$ cat src/rtl/qmca_clk_pkg.sv
// Shared types and helpers for the QMCA lock-qualified clock/strobe generator.
package qmca_clk_pkg;

    // Top-level sequencing states.
    typedef enum logic [1:0] {
        ST_WAIT_LOCK = 2'd0,
        ST_ALIGN     = 2'd1,
        ST_RUN       = 2'd2
    } state_t;

    // Widest divide/high/phase field the config record can carry.
    // Narrower CNT_WIDTH values are zero-extended into it.
    localparam int CFG_FIELD_W = 16;

    localparam logic [CFG_FIELD_W-1:0] FIELD_ONE = CFG_FIELD_W'(1);

    typedef struct packed {
        logic [CFG_FIELD_W-1:0] div;
        logic [CFG_FIELD_W-1:0] high;
        logic [CFG_FIELD_W-1:0] phase;
    } cfg_t;

    localparam cfg_t CFG_DISABLED = '0;

    // A channel config is usable when it disables the channel, or when it
    // describes a period of at least two cycles with a high time that leaves
    // at least one low cycle and a start phase inside the period.
    function automatic logic cfg_valid(input cfg_t c);
        logic ok;
        ok = 1'b0;
        if (c.div == '0) begin
            ok = 1'b1;
        end else if ((c.div > FIELD_ONE) && (c.high != '0) &&
                     (c.high < c.div) && (c.phase < c.div)) begin
            ok = 1'b1;
        end
        return ok;
    endfunction

endpackage

$ cat src/rtl/qmca_clk_div_ch.sv
// One divided-clock channel: period counter plus registered CLK/STB outputs.
module qmca_clk_div_ch
    import qmca_clk_pkg::*;
#(
    parameter int CNT_WIDTH = 8
) (
    input  logic                 CLK,
    input  logic                 RST_N,
    input  logic                 align_i,
    input  logic                 run_i,
    input  logic [CNT_WIDTH-1:0] ld_div_i,
    input  logic [CNT_WIDTH-1:0] ld_phase_i,
    input  logic [CNT_WIDTH-1:0] div_i,
    input  logic [CNT_WIDTH-1:0] high_i,
    output logic                 clk_o,
    output logic                 stb_o
);

    logic [CNT_WIDTH-1:0] cnt_q;
    logic [CNT_WIDTH-1:0] cnt_d;
    logic                 clk_q;
    logic                 stb_q;
    logic                 en;

    // A disabled channel never advances and never drives its outputs.
    assign en = run_i && (div_i != '0);

    // Next counter value: reload the start phase at alignment (zero for a
    // channel being disabled), otherwise wrap at div-1 while running.
    always_comb begin
        cnt_d = cnt_q;
        if (align_i) begin
            cnt_d = (ld_div_i == '0) ? '0 : ld_phase_i;
        end else if (en) begin
            cnt_d = (cnt_q == (div_i - CNT_WIDTH'(1))) ? '0 : (cnt_q + CNT_WIDTH'(1));
        end
    end

    // Counter and output registers; outputs lag the counter by one cycle.
    always_ff @(posedge CLK) begin
        if (!RST_N) begin
            cnt_q <= '0;
            clk_q <= 1'b0;
            stb_q <= 1'b0;
        end else begin
            cnt_q <= cnt_d;
            clk_q <= en && (cnt_q < high_i);
            stb_q <= en && (cnt_q == '0);
        end
    end

    assign clk_o = clk_q;
    assign stb_o = stb_q;

endmodule

$ cat src/rtl/qmca_clk_div_gen.sv
// Lock-qualified multi-channel clock/strobe generator: lock synchroniser,
// lock-delay counter, sequencing FSM, shadow/active config and channel array.
module qmca_clk_div_gen
    import qmca_clk_pkg::*;
#(
    parameter int CHANNELS  = 4,
    parameter int CNT_WIDTH = 8,
    parameter int LOCK_DLY  = 4,
    localparam int CH_W     = (CHANNELS > 1) ? $clog2(CHANNELS) : 1
) (
    input  logic                 CLK,
    input  logic                 RST_N,
    input  logic                 LOCKED_IN,
    input  logic                 CFG_WR,
    input  logic [CH_W-1:0]      CFG_CH,
    input  logic [CNT_WIDTH-1:0] CFG_DIV,
    input  logic [CNT_WIDTH-1:0] CFG_HIGH,
    input  logic [CNT_WIDTH-1:0] CFG_PHASE,
    input  logic                 CFG_APPLY,
    output logic [CHANNELS-1:0]  CLK_OUT,
    output logic [CHANNELS-1:0]  STB,
    output logic                 READY,
    output logic                 CFG_ERR
);

    localparam int LC_W = $clog2(LOCK_DLY + 1);

    logic                 lock_s1_q;
    logic                 lock_s2_q;
    logic                 lock_sync;
    state_t               state_q;
    logic [LC_W-1:0]      lock_cnt_q;
    logic                 ready_q;
    logic                 cfg_err_q;
    logic                 cfg_err_d;
    cfg_t                 wr_cfg;
    logic                 wr_ok;
    logic                 run_stay;
    logic                 align;

    // Shadow holds written-but-not-applied settings. Active keeps only div and
    // high: phase is consumed straight from the shadow at alignment.
    logic [CNT_WIDTH-1:0] sh_div_q   [CHANNELS];
    logic [CNT_WIDTH-1:0] sh_high_q  [CHANNELS];
    logic [CNT_WIDTH-1:0] sh_phase_q [CHANNELS];
    logic [CNT_WIDTH-1:0] act_div_q  [CHANNELS];
    logic [CNT_WIDTH-1:0] act_high_q [CHANNELS];

    // Two-flop synchroniser for the asynchronous DCM lock.
    always_ff @(posedge CLK) begin
        if (!RST_N) begin
            lock_s1_q <= 1'b0;
            lock_s2_q <= 1'b0;
        end else begin
            lock_s1_q <= LOCKED_IN;
            lock_s2_q <= lock_s1_q;
        end
    end

    assign lock_sync = lock_s2_q;

    // Sequencer: wait for a stable lock, align once, then run until lock
    // loss (which wins) or an apply request.
    always_ff @(posedge CLK) begin
        if (!RST_N) begin
            state_q    <= ST_WAIT_LOCK;
            lock_cnt_q <= '0;
            ready_q    <= 1'b0;
        end else begin
            unique case (state_q)
                ST_WAIT_LOCK: begin
                    ready_q <= 1'b0;
                    if (!lock_sync) begin
                        lock_cnt_q <= '0;
                    end else if (lock_cnt_q == LC_W'(LOCK_DLY - 1)) begin
                        lock_cnt_q <= '0;
                        state_q    <= ST_ALIGN;
                    end else begin
                        lock_cnt_q <= lock_cnt_q + LC_W'(1);
                    end
                end
                ST_ALIGN: begin
                    state_q <= ST_RUN;
                    ready_q <= 1'b1;
                end
                ST_RUN: begin
                    if (!lock_sync) begin
                        state_q    <= ST_WAIT_LOCK;
                        lock_cnt_q <= '0;
                        ready_q    <= 1'b0;
                    end else if (CFG_APPLY) begin
                        state_q <= ST_ALIGN;
                        ready_q <= 1'b0;
                    end
                end
                default: begin
                    state_q    <= ST_WAIT_LOCK;
                    lock_cnt_q <= '0;
                    ready_q    <= 1'b0;
                end
            endcase
        end
    end

    // Widen the incoming write into the shared config record for validation.
    always_comb begin
        wr_cfg = CFG_DISABLED;
        wr_cfg.div[CNT_WIDTH-1:0]   = CFG_DIV;
        wr_cfg.high[CNT_WIDTH-1:0]  = CFG_HIGH;
        wr_cfg.phase[CNT_WIDTH-1:0] = CFG_PHASE;
    end

    assign wr_ok     = CFG_WR && (int'(CFG_CH) < CHANNELS) && cfg_valid(wr_cfg);
    assign cfg_err_d = CFG_WR && !wr_ok;

    // Shadow writes, shadow-to-active copy at alignment, and the reject pulse.
    // A write in the cycle before ALIGN (including one paired with the apply
    // strobe) is already in the shadow when ALIGN copies it.
    always_ff @(posedge CLK) begin
        if (!RST_N) begin
            for (int i = 0; i < CHANNELS; i++) begin
                sh_div_q[i]   <= '0;
                sh_high_q[i]  <= '0;
                sh_phase_q[i] <= '0;
                act_div_q[i]  <= '0;
                act_high_q[i] <= '0;
            end
            cfg_err_q <= 1'b0;
        end else begin
            for (int i = 0; i < CHANNELS; i++) begin
                if (state_q == ST_ALIGN) begin
                    act_div_q[i]  <= sh_div_q[i];
                    act_high_q[i] <= sh_high_q[i];
                end
                if (wr_ok && (int'(CFG_CH) == i)) begin
                    sh_div_q[i]   <= CFG_DIV;
                    sh_high_q[i]  <= CFG_HIGH;
                    sh_phase_q[i] <= CFG_PHASE;
                end
            end
            cfg_err_q <= cfg_err_d;
        end
    end

    // Channels advance and drive outputs only on RUN cycles that stay in RUN,
    // so outputs read 0 from the first cycle after RUN is left.
    assign run_stay = (state_q == ST_RUN) && lock_sync && !CFG_APPLY;
    assign align    = (state_q == ST_ALIGN);

    for (genvar g = 0; g < CHANNELS; g++) begin : g_ch
        qmca_clk_div_ch #(
            .CNT_WIDTH (CNT_WIDTH)
        ) u_ch (
            .CLK        (CLK),
            .RST_N      (RST_N),
            .align_i    (align),
            .run_i      (run_stay),
            .ld_div_i   (sh_div_q[g]),
            .ld_phase_i (sh_phase_q[g]),
            .div_i      (act_div_q[g]),
            .high_i     (act_high_q[g]),
            .clk_o      (CLK_OUT[g]),
            .stb_o      (STB[g])
        );
    end

    assign READY   = ready_q;
    assign CFG_ERR = cfg_err_q;

endmodule

$ cat config.mk
export PLATFORM = sky130hd
export DESIGN_NAME = qmca_clk_div_gen
export DESIGN_NICKNAME = d
export VERILOG_FILES = /design/src/rtl/qmca_clk_pkg.sv /design/src/rtl/qmca_clk_div_ch.sv /design/src/rtl/qmca_clk_div_gen.sv
export SDC_FILE = /design/constraint.sdc
export NUM_CORES = 1
export LEC_CHECK = 0
export CAP_MARGIN = 20
export CORE_MARGIN = 5
export CORE_UTILIZATION = 60
export DETAILED_ROUTE_END_ITERATION = 12
export DONT_BUFFER_PORTS = 1
export PLACE_DENSITY = 0.76
export SYNTH_ARGS = -nofsm -noshare
export SYNTH_HDL_FRONTEND = slang
export SYNTH_HIERARCHICAL = 1
export SYNTH_SLANG_ARGS = --single-unit
$ cat constraint.sdc
create_clock -name CLK -period 4.9 [get_ports CLK]
set_input_delay 0.49 -clock CLK [delete_from_list [all_inputs] [get_ports CLK]]
set_output_delay 0.49 -clock CLK [all_outputs]
set_load 0.02 [all_outputs]
==> flow_summary.ini <==
[run_status]
outcome = complete, no violations

[detailed_routing]
ant_nets = 0
drtIter0Drc = 933
vias = 8464
viasPerCell = 6.51
drt-pass1-iter-count = 5
drc = 0
routed_wl_mm = 26.5
routedWlPerCell_um = 20.4

[synthesis]
ys.flop_type = edfxtp_1
synth.largest_area_cell = edfxtp_1
async_flop_share_pct = 0
synth_edf_count = 160
ys_seq_elements = 209
syn_area_per_cell_um2 = 10.6
synth_area_leaders = edfxtp_1 42%, dfxtp_1 8.6%, ha_1 6.5%
synth_nets = 1164
yosys_warnings = 6
yosys.cell_types.count = 64
syn-cell-area_um2 = 11400
netlist_top_cells_count = 160 x edfxtp_1, 91 x nor2_1, 88 x and3_1
yosysSeqAreaShare_pct = 50.8
synth.most_common_cell = edfxtp_1
synthCells = 1074
synth.top_cell.area_share_pct = 42.2

[cts]
clock_latency_ns = 0.52
cts_hold_buf = 0
clk_pin_slew_ns = 0.06
clock-sinks = 209
cts_buffers = 23
cts_buffer_depth = 3
cts_htree_levels = 1
cts_tree = built
postCtsSetupBuffers = 0
cts_resized = 0
cts_root_buf = clkbuf_16

[finish]
design_area_um2 = 12400
stdcell_count = 1301
final_util_pct = 66.2
antenna_cells = 0
area_growth_pct = 8.75
nets = 1140
drive_above_1_share_pct = 9.00

[setup_path]
critPathLaunchType = flop
cp.required_ns = 5.28
cp_max_fo = 12
crit_type = flop to flop
rrSetupSlack_ns = 2.26
cp-end-kind = flop
worstPathArrival_ns = 3.02

[power_and_ir_drop]
p_total_mw = 4.01
leakage_nw = 4.72
power.density_nw_per_um2 = 324
peakVddDrop_uv = 365

[grt]
overflow = 0
antenna_found_initial = 0
grt_pass1_vias = 7830
grt_pass1_wl_mm = 41.3
grt_max_degree = 158
grt_usage_pct = 23.6

[die]
initial_utilization_pct = 60.8
die_w_um = 148
ios = 41
coreArea_um2 = 18700
fp.dieH_um = 148
die_area_um2 = 21800
num_rows = 50

[hold_path]
hold_path.class = primary input to flop

[sta]
holdWs_ns = 0.103
slew_headroom_pct = 25.3
setup_tns_ns = 0
finalSetupViolations = 0
finalCriticalPeriod_ns = 2.64
rsz0062_at_grt = false
fin_skew_ns = 0.0141
fin_ws_ns = 2.26
max_slew.worst_pin.slew_ns = 1.11
slew_violations = 0
fmax_mhz = 379
hold_viol_final = 0
post-route-period-util_pct = 53.8

[place]
dpl.cell_count = 1254
dpl.hpwl_mm = 18.1
dpl_cell_area_um2 = 11500
port_buffers = 0
pre_cts_ws_ns = 1.45
gp_congestion = 0.894

[flow_run]
maxCapViolCount = 0
-- kinds of logic after synthesis --
logic type / Yosys count / synth area share, %
buffers and inverters: 131 / 4.72
XOR/XNOR: 30 / 2.31
multiplexers: 7 / 0.616
AO/OA/AOI/OAI: 194 / 12.2
AND/OR/NAND/NOR: 444 / 22.8
flip-flops: 209 / 50.8
adder cells (fa/ha/maj): 59 / 6.49
-- metal layers --
layer	track usage, %	vias up	share of wire, %
met5	0	-	0
met4	7.64	0	3.0
met3	4.35	61	8.7
met2	38.1	358	46
met1	32.6	4031	42
li1	-	4014	-
-- cell usage in the layout (no fill, tap or decap), drive strengths merged, types with 7 or more instances in the layout --
cell and instances:
inv 69, xor2 13, nor4b 33, nor2b 12
or4 7, a211o 10, nand3 31, edfxtp 160
clkinv 11, o31ai 15, nand2b 12, a31oi 9
o21ai 38, nand2 59, nor2 91, buf 13
ha 59, mux2i 7, xnor2 17, and3 88
nor3 30, dfxtp 49, a21oi 30, o211ai 8
o21a 8, o2111ai 8, o22ai 9, nor4 51
a21o 14, nand4 12, clkbuf 28
-- layout make-up --
| cell class | instances | area, um2 |
|---|---|---|
| fillers | 1403 | 6330 |
| clock buffers | 27 | 601 |
| multi-input cells | 734 | 5140 |
| flip-flops and latches | 209 | 5790 |
| clock inverters | 15 | 165 |
| inverters | 68 | 255 |
| repair buffers | 14 | 135 |
| well taps | 234 | 293 |
-- final timing paths --
path,start,endpoint,depth (start not counted)
worst max-delay path,state_q[0],g_ch[2].u_ch/cnt_q[5],8
worst min-delay path,LOCKED_IN,lock_s1_q,1
worst min register to register,lock_cnt_q[2],lock_cnt_q[2],2
worst max register to register,state_q[0],g_ch[2].u_ch/cnt_q[5],8
-- critical path: stages, from the launching register on --
cell     delay [ns]
dfxtp_1        0.34
nor2b_1        0.33
nand2_1        0.09
nor2_1         0.10
buf_4          0.24
o31a_1         0.48
o21ai_0        0.17
nor4_1         0.55
o21ai_0        0.18
-- flip-flops by register name, indices dropped and copies added, names as in the netlist --
name,count
sh_phase_q,32
sh_high_q,32
lock_s1_q,1
state_q,2
sh_div_q,32
act_high_q,32
g_ch.u_ch/clk_o,4
g_ch.u_ch/cnt_q,32
act_div_q,32
lock_s2_q,1
lock_cnt_q,3
READY,1
CFG_ERR,1
g_ch.u_ch/stb_o,4
-- power breakdown --
part	internal [mW]	switching [mW]
Combinational	0.0759	0.165
Sequential	1.98	0.0400
Clock	1.04	0.704
(Power assumes the default switching activity.)
